**config.mk**
```make
export PLATFORM = sky130hd
export DESIGN_NAME = alu_writeback_stage_flat
export DESIGN_NICKNAME = d
export VERILOG_FILES = /design/src/rtl/alu_writeback_stage_if.sv /design/src/rtl/alu_writeback_stage.sv /design/src/flat_wrapper.sv
export SDC_FILE = /design/constraint.sdc
export NUM_CORES = 1
export LEC_CHECK = 0
export CAP_MARGIN = 30
export CORE_MARGIN = 1.5
export CORE_UTILIZATION = 47
export DETAILED_ROUTE_END_ITERATION = 10
export GPL_ROUTABILITY_DRIVEN = 0
export PLACE_DENSITY = 0.88
export SETUP_SLACK_MARGIN = 0.5
export SLEW_MARGIN = 20
export SYNTH_ARGS = -nofsm -noshare
export SYNTH_HDL_FRONTEND = slang
export SYNTH_SLANG_ARGS = --single-unit
```
**constraint.sdc**
```tcl
create_clock -name clk -period 5.63 [get_ports clk]
set_input_delay 1.126 -clock clk [delete_from_list [all_inputs] [get_ports clk]]
set_output_delay 1.126 -clock clk [all_outputs]
set_load 0.03 [all_outputs]
```
**src/rtl/alu_writeback_stage_if.sv**
```systemverilog
// rtl/alu_writeback_stage_if.sv - ALU result intake and register-file write handshake bundle
interface alu_writeback_stage_if #(
    parameter int DATA_W  = 19,
    parameter int RADDR_W = 3
);
    logic               in_valid;
    logic               in_ready;
    logic [RADDR_W-1:0] in_rd;
    logic [DATA_W-1:0]  in_result;
    logic               in_zero;
    logic               in_dbz;
    logic               wb_en;
    logic               wb_ready;
    logic [RADDR_W-1:0] wb_addr;
    logic [DATA_W-1:0]  wb_data;

    modport master (
        output in_valid, in_rd, in_result, in_zero, in_dbz, wb_ready,
        input  in_ready, wb_en, wb_addr, wb_data
    );

    modport slave (
        input  in_valid, in_rd, in_result, in_zero, in_dbz, wb_ready,
        output in_ready, wb_en, wb_addr, wb_data
    );
endinterface

```
**src/rtl/alu_writeback_stage.sv**
```systemverilog
// rtl/alu_writeback_stage.sv - 2-entry writeback FIFO with zero/divide-by-zero status tracking
module alu_writeback_stage #(
    parameter int DATA_W  = 19,
    parameter int RADDR_W = 3,
    parameter int CNT_W   = 8
) (
    input  logic             clk,
    input  logic             rst,
    alu_writeback_stage_if.slave bus,
    output logic             status_zero,
    output logic             status_dbz,
    output logic [CNT_W-1:0] dbz_count,
    input  logic             clear_status,
    output logic             busy
);
    localparam logic [CNT_W-1:0] CNT_MAX = {CNT_W{1'b1}};

    logic [1:0]         count;
    logic               wr_ptr;
    logic               rd_ptr;
    logic [RADDR_W-1:0] rd_mem   [2];
    logic [DATA_W-1:0]  data_mem [2];
    logic               zero_mem [2];

    logic accept;
    logic push;
    logic r0_drop;
    logic dbz_evt;
    logic retire;

    // Ready depends only on registered occupancy: a full FIFO never passes through.
    assign bus.in_ready = (count != 2'd2);
    assign bus.wb_en    = (count != 2'd0);
    assign bus.wb_addr  = rd_mem[rd_ptr];
    assign bus.wb_data  = data_mem[rd_ptr];
    assign busy         = (count != 2'd0);

    assign accept  = bus.in_valid & bus.in_ready;
    assign dbz_evt = accept & bus.in_dbz;
    assign r0_drop = accept & ~bus.in_dbz & (bus.in_rd == '0);
    assign push    = accept & ~bus.in_dbz & (bus.in_rd != '0);
    assign retire  = bus.wb_en & bus.wb_ready;

    always_ff @(posedge clk) begin
        if (rst) begin
            count  <= 2'd0;
            wr_ptr <= 1'b0;
            rd_ptr <= 1'b0;
            for (int i = 0; i < 2; i++) begin
                rd_mem[i]   <= '0;
                data_mem[i] <= '0;
                zero_mem[i] <= 1'b0;
            end
        end else begin
            if (push) begin
                rd_mem[wr_ptr]   <= bus.in_rd;
                data_mem[wr_ptr] <= bus.in_result;
                zero_mem[wr_ptr] <= bus.in_zero;
                wr_ptr           <= ~wr_ptr;
            end
            if (retire) begin
                rd_ptr <= ~rd_ptr;
            end
            count <= count + {1'b0, push} - {1'b0, retire};
        end
    end

    // A dropped r0 result is newer than the head being retired, so it wins.
    always_ff @(posedge clk) begin
        if (rst) begin
            status_zero <= 1'b0;
        end else if (r0_drop) begin
            status_zero <= bus.in_zero;
        end else if (retire) begin
            status_zero <= zero_mem[rd_ptr];
        end
    end

    // A divide-by-zero event in the same cycle as clear_status survives the clear.
    always_ff @(posedge clk) begin
        if (rst) begin
            status_dbz <= 1'b0;
            dbz_count  <= '0;
        end else if (dbz_evt) begin
            status_dbz <= 1'b1;
            if (clear_status) begin
                dbz_count <= {{(CNT_W-1){1'b0}}, 1'b1};
            end else if (dbz_count != CNT_MAX) begin
                dbz_count <= dbz_count + 1'b1;
            end
        end else if (clear_status) begin
            status_dbz <= 1'b0;
            dbz_count  <= '0;
        end
    end
endmodule

```
**src/flat_wrapper.sv**
```systemverilog
// flat-port wrapper written by rule: the top's interface ports become plain ports
module alu_writeback_stage_flat 
#(
    parameter int DATA_W  = 19,
    parameter int RADDR_W = 3,
    parameter int CNT_W   = 8
)
  (clk, rst, status_zero, status_dbz, dbz_count, clear_status, busy, bus_in_valid, bus_in_rd, bus_in_result, bus_in_zero, bus_in_dbz, bus_wb_ready, bus_in_ready, bus_wb_en, bus_wb_addr, bus_wb_data);
  alu_writeback_stage_if #(.DATA_W(DATA_W), .RADDR_W(RADDR_W)) bus_i ();
  input  logic clk;
  input  logic rst;
  output logic status_zero;
  output logic status_dbz;
  output logic [CNT_W-1:0] dbz_count;
  input  logic clear_status;
  output logic busy;
  input wire logic [$bits(bus_i.in_valid)-1:0] bus_in_valid;
  input wire logic [$bits(bus_i.in_rd)-1:0] bus_in_rd;
  input wire logic [$bits(bus_i.in_result)-1:0] bus_in_result;
  input wire logic [$bits(bus_i.in_zero)-1:0] bus_in_zero;
  input wire logic [$bits(bus_i.in_dbz)-1:0] bus_in_dbz;
  input wire logic [$bits(bus_i.wb_ready)-1:0] bus_wb_ready;
  output wire logic [$bits(bus_i.in_ready)-1:0] bus_in_ready;
  output wire logic [$bits(bus_i.wb_en)-1:0] bus_wb_en;
  output wire logic [$bits(bus_i.wb_addr)-1:0] bus_wb_addr;
  output wire logic [$bits(bus_i.wb_data)-1:0] bus_wb_data;
  assign bus_i.in_valid = bus_in_valid;
  assign bus_i.in_rd = bus_in_rd;
  assign bus_i.in_result = bus_in_result;
  assign bus_i.in_zero = bus_in_zero;
  assign bus_i.in_dbz = bus_in_dbz;
  assign bus_i.wb_ready = bus_wb_ready;
  assign bus_in_ready = bus_i.in_ready;
  assign bus_wb_en = bus_i.wb_en;
  assign bus_wb_addr = bus_i.wb_addr;
  assign bus_wb_data = bus_i.wb_data;
  alu_writeback_stage #(.DATA_W(DATA_W), .RADDR_W(RADDR_W), .CNT_W(CNT_W)) u_core (.clk(clk), .rst(rst), .bus(bus_i), .status_zero(status_zero), .status_dbz(status_dbz), .dbz_count(dbz_count), .clear_status(clear_status), .busy(busy));
endmodule
```
* Yosys cells after proc, flatten, opt, wreduce, memory -nomap -nowiden
Memory sizes are Yosys's and may differ from the RTL's. A register that Yosys moved wholly into a read port is not among the register bits.
Cells that the tools add are included.
** Word-level totals
- Logic and storage cells :: 61
- Flip-flop bits (word level) :: 14
- Memories :: 3
- Output and inout port bits :: 35
- Memory bits (writable) :: 46
** Cells by class
- Reductions and logical operators :: 10
- Bitwise logic cells :: 9
- Add/sub/neg operators :: 3
- Eq/ne operators :: 2
- Mux-type cells :: 28
** Memory list
- u_core.data_mem :: words 2, width 19, rd ports 1, clocked after memory_dff 1, wr ports 2, line alu_writeback_stage.sv:22 : logic [DATA_W-1:0] data_mem [2];
- u_core.rd_mem :: words 2, width 3, rd ports 1, clocked after memory_dff 1, wr ports 2, line alu_writeback_stage.sv:21 : logic [RADDR_W-1:0] rd_mem [2];
- u_core.zero_mem :: words 2, width 1, rd ports 1, clocked after memory_dff 1, wr ports 2, line alu_writeback_stage.sv:23 : logic zero_mem [2];
** Operators with widths (number)
- $mux 8 :: 4
- $mux 1 :: 22
- $mux 19 :: 1
- $reduce_or 19->1 :: 1
- $add 8x1->8 const B :: 1
- $ne 8x8->1 const B :: 1
- $reduce_bool 2->1 :: 4
- $and 1x1->1 :: 6
- $logic_not 3->1 :: 1
- $mux 3 :: 1
- $not 1->1 :: 3
- $reduce_bool 3->1 :: 1
- $reduce_or 3->1 :: 1
- $add 2x1->2 :: 1
- $ne 2x2->1 const B :: 1
- $reduce_and 2->1 :: 1
- $sub 2x1->2 :: 1
- $reduce_or 1->1 :: 1

* Logic depth before layout (Yosys ltp)
- Depth after elaboration :: 9
- Depth in mapped cells :: 6
- Mapped depth without buffers :: 6

* Least setup slack after synthesis
Ideal clock, no wire load.
- Path type :: input to register
- From :: in bus_in_dbz
- To :: mem u_core.data_mem[0][0] (enable)
- Path buffers :: 1
- Library setup time :: 0.408 ns
- Stages on the path :: 4
- Required time :: 5.222 ns
- Arrival :: 2.830 ns
- Path slack :: 2.392 ns
- Cells stage by stage :: nand2b_1 -> or3_1 -> buf_6 -> o21bai_1
** RTL lines
- start: declaration :: line flat_wrapper.sv:21 : input wire logic [$bits(bus_i.in_dbz)-1:0] bus_in_dbz;
- end: declaration :: line alu_writeback_stage.sv:22

==> impl_metrics.toml <==
[cts]
cts_tree = "done"
cts_root_buf = "clkbuf_8"
cts_buffer_depth = 2
cts.clk_slew.worst_paths_ns = 0.06
postCtsResizedCells = 0
clkLatencyLatePin_ns = 0.32
cts_htree_levels = 3
cts_setup_buffers = 0
cts_num_sinks = 61
numCtsBuffers = 9
cts_hold_buf = 0

[setup_path]
crit_arrival_ns = 3.55
worst-setup-path-type = "primary input to register"
worstPathCellList = "clkdlybuf4s50_1 -> nor3_1 -> or3_1 -> nor3b_4 -> or2_2"
crit_family = "simple AND/OR/NAND/NOR gates"
path_buf_inv = 1
start_kind = "primary input"
worstSetupEndpointType = "register"
cpPeakStageDelay_ns = 0.67
cpMaxStageDelayCell = "nor3b_4"
crit_required_ns = 5.59
crit_fanout = 24

[worst_hold_path]
hold_class = "register to register"

[routing]
dr.pass1.iters = 5
viasPerCell = 5.14
wl_um = 5310
num_vias = 1846
wire_per_inst_um = 14.8
drc = 0
drt_iter0_markers = 94
antenna_left = 0

[global_routing]
grt_max_degree = 25
overflow = 0
antenna_found_initial = 0
grt_pass1_vias = 1828
grtUsageTotal = 0.174
grt_first_pass_wirelength_um = 8280

[pwr]
p_sw_frac = 0.318
p_clk_frac = 0.255
powerDensity_nw_per_um2 = 388
p_leak_nw = 1.36
seqPwrFrac = 0.400
intPower_w = 0.000967
peakVddDrop_mv = 0.185
comb_power_share = 0.345
switching_power_w = 0.000450

[placed_design]
post-dp-hpwl_um = 3530
dpl_cell_area_um2 = 3460
port_buffers = 63
post-place-ws_ns = 1.73

[timing]
period_needed_ns = 3.59
rsz0062_at_grt = "no"
slew-limit-headroom = 0.508
setup_viol_count_final = 0
setup_ws_ns = 2.04
finClkSkew_ns = 0.00508
fin_crit_sh = 0.638
worst_pin_slew_ns = 0.737
slew_viol_final = 0
finalSetupTns_ns = 0
hold_viol = 0
fmax_ghz = 0.279

[logic_synthesis]
synth_top_area_cell = "edfxtp_1"
ys_top_cells_by_area = "edfxtp_1, dfxtp_1, and2_1"
avgSynthCellArea_um2 = 12.9
synthesis.nets = 247
synthesis.area_um2 = 2790
netlist.area_leader.share = 0.496
synth_edf_count = 46
ys_seq_elements = 61
synth.distinct_cells = 41
synthFlopType = "edfxtp_1"
syn_inst = 216
yosys-top-cells-count = "and2_1, edfxtp_1, mux2_2, dfxtp_1, nor2_1"
postSynth.asyncResetShare = 0
ys_seq_area_frac = 0.604
ys_warn_count = 0

[floorplan]
coreArea_um2 = 5610
die_y_um = 80.0
core.rowCount = 27
initial_core_util = 0.497
die_area_um2 = 6400
die_w_um = 80.0
boundaryPins = 64

[cells_and_area]
design_area_um2 = 3650
area_growth_pct = 31.1
fin_nets = 313
drive_above_1_share = 0.171
diodes = 0

[outcome]
status = "finished clean"

[run]
maxCapViolCount = 0
==> logic make-up after synthesis <==
| logic type | count (synthesis) | synth area share |
|---|---|---|
| xor+xnor | 4 | 0.0126 |
| simple gates | 89 | 0.198 |
| flops | 61 | 0.604 |
| mux | 26 | 0.104 |
| compound gates | 18 | 0.0413 |
| buf+inv | 16 | 0.0319 |
| fa+ha+maj | 2 | 0.00898 |
==> registers in the layout, indices dropped and copies added, names as in the netlist, named ones only <==
register / flops
u_core.rd_ptr: 1
u_core.count: 2
u_core.zero_mem: 2
u_core.wr_ptr: 1
u_core.status_dbz: 1
u_core.data_mem: 38
u_core.status_zero: 1
u_core.rd_mem: 6
u_core.dbz_count: 8
==> placed cells by master (no fill, tap or decap), types with 3 or more instances in the layout <==
cell type and instances:
and2_1 46, mux2_2 24, nand3_1 5, or3_1 3, nor2_1 8, o21ai_0 3, dfxtp_1 15, xor2_1 3
edfxtp_1 46, a21oi_1 7, or2_2 3, clkbuf_8 9, clkdlybuf4s50_1 63, nor3_1 5, nand2_1 5, inv_1 4
==> worst register-to-register path, cell delays in order (launching register included) <==
cell	delay (ns)
dfxtp_1	0.33
nor2b_4	0.14
or3_1	0.50
nor3b_4	0.67
or2_2	0.60
==> power groups by stage <==
stage,Clock [W],Sequential (W),Combinational [W]
floorplan,0,0.000569,0.000320
global placement,0,0.000587,0.000459
detailed placement,0,0.000590,0.000469
CTS,0.000366,0.000581,0.000472
finish,0.000361,0.000567,0.000488
global route,0.000386,0.000572,0.000517
==> area by class of cell <==
class                      instances  area, µm²
fill                             415       1950
sequential                        61       1680
multi-input combinational        139       1020
timing repair buffer              66        661
clock buffer                      11        131
tap                               72       90.1
clock inverter                     5       51.3
inverter                           5       18.8
==> final timing paths <==
check               startpoint  depth (start not counted)                     end  slack (ns)
min reg2reg  u_core.status_dbz                          2       u_core.status_dbz        0.48
max reg2reg    u_core.count[1]                          4  u_core.data_mem[1][11]        3.01
min          u_core.status_dbz                          2       u_core.status_dbz        0.48
max               bus_in_rd[1]                          5  u_core.data_mem[1][11]        2.04
==> metal layers <==
metal | wire, µm | vias up | GRT usage
met2 | 2640 | 60 | 0.289
met1 | 2270 | 864 | 0.205
met5 | 0 | - | 0
met3 | 293 | 13 | 0.0469
met4 | 107 | 0 | 0.0897
li1 | - | 909 | -
==> stage by stage <==
step	hold WS, ns	utilization	cells	power (W)
CTS	0.490	0.649	358	0.00142
global route	0.521	0.651	359	0.00148
floorplan	0.472	-	216	0.000889
finish	0.485	0.651	359	0.00142
global placement	0.469	0.615	341	0.00105
detailed placement	0.477	0.616	342	0.00106
Power figures use the tool's default switching activity.
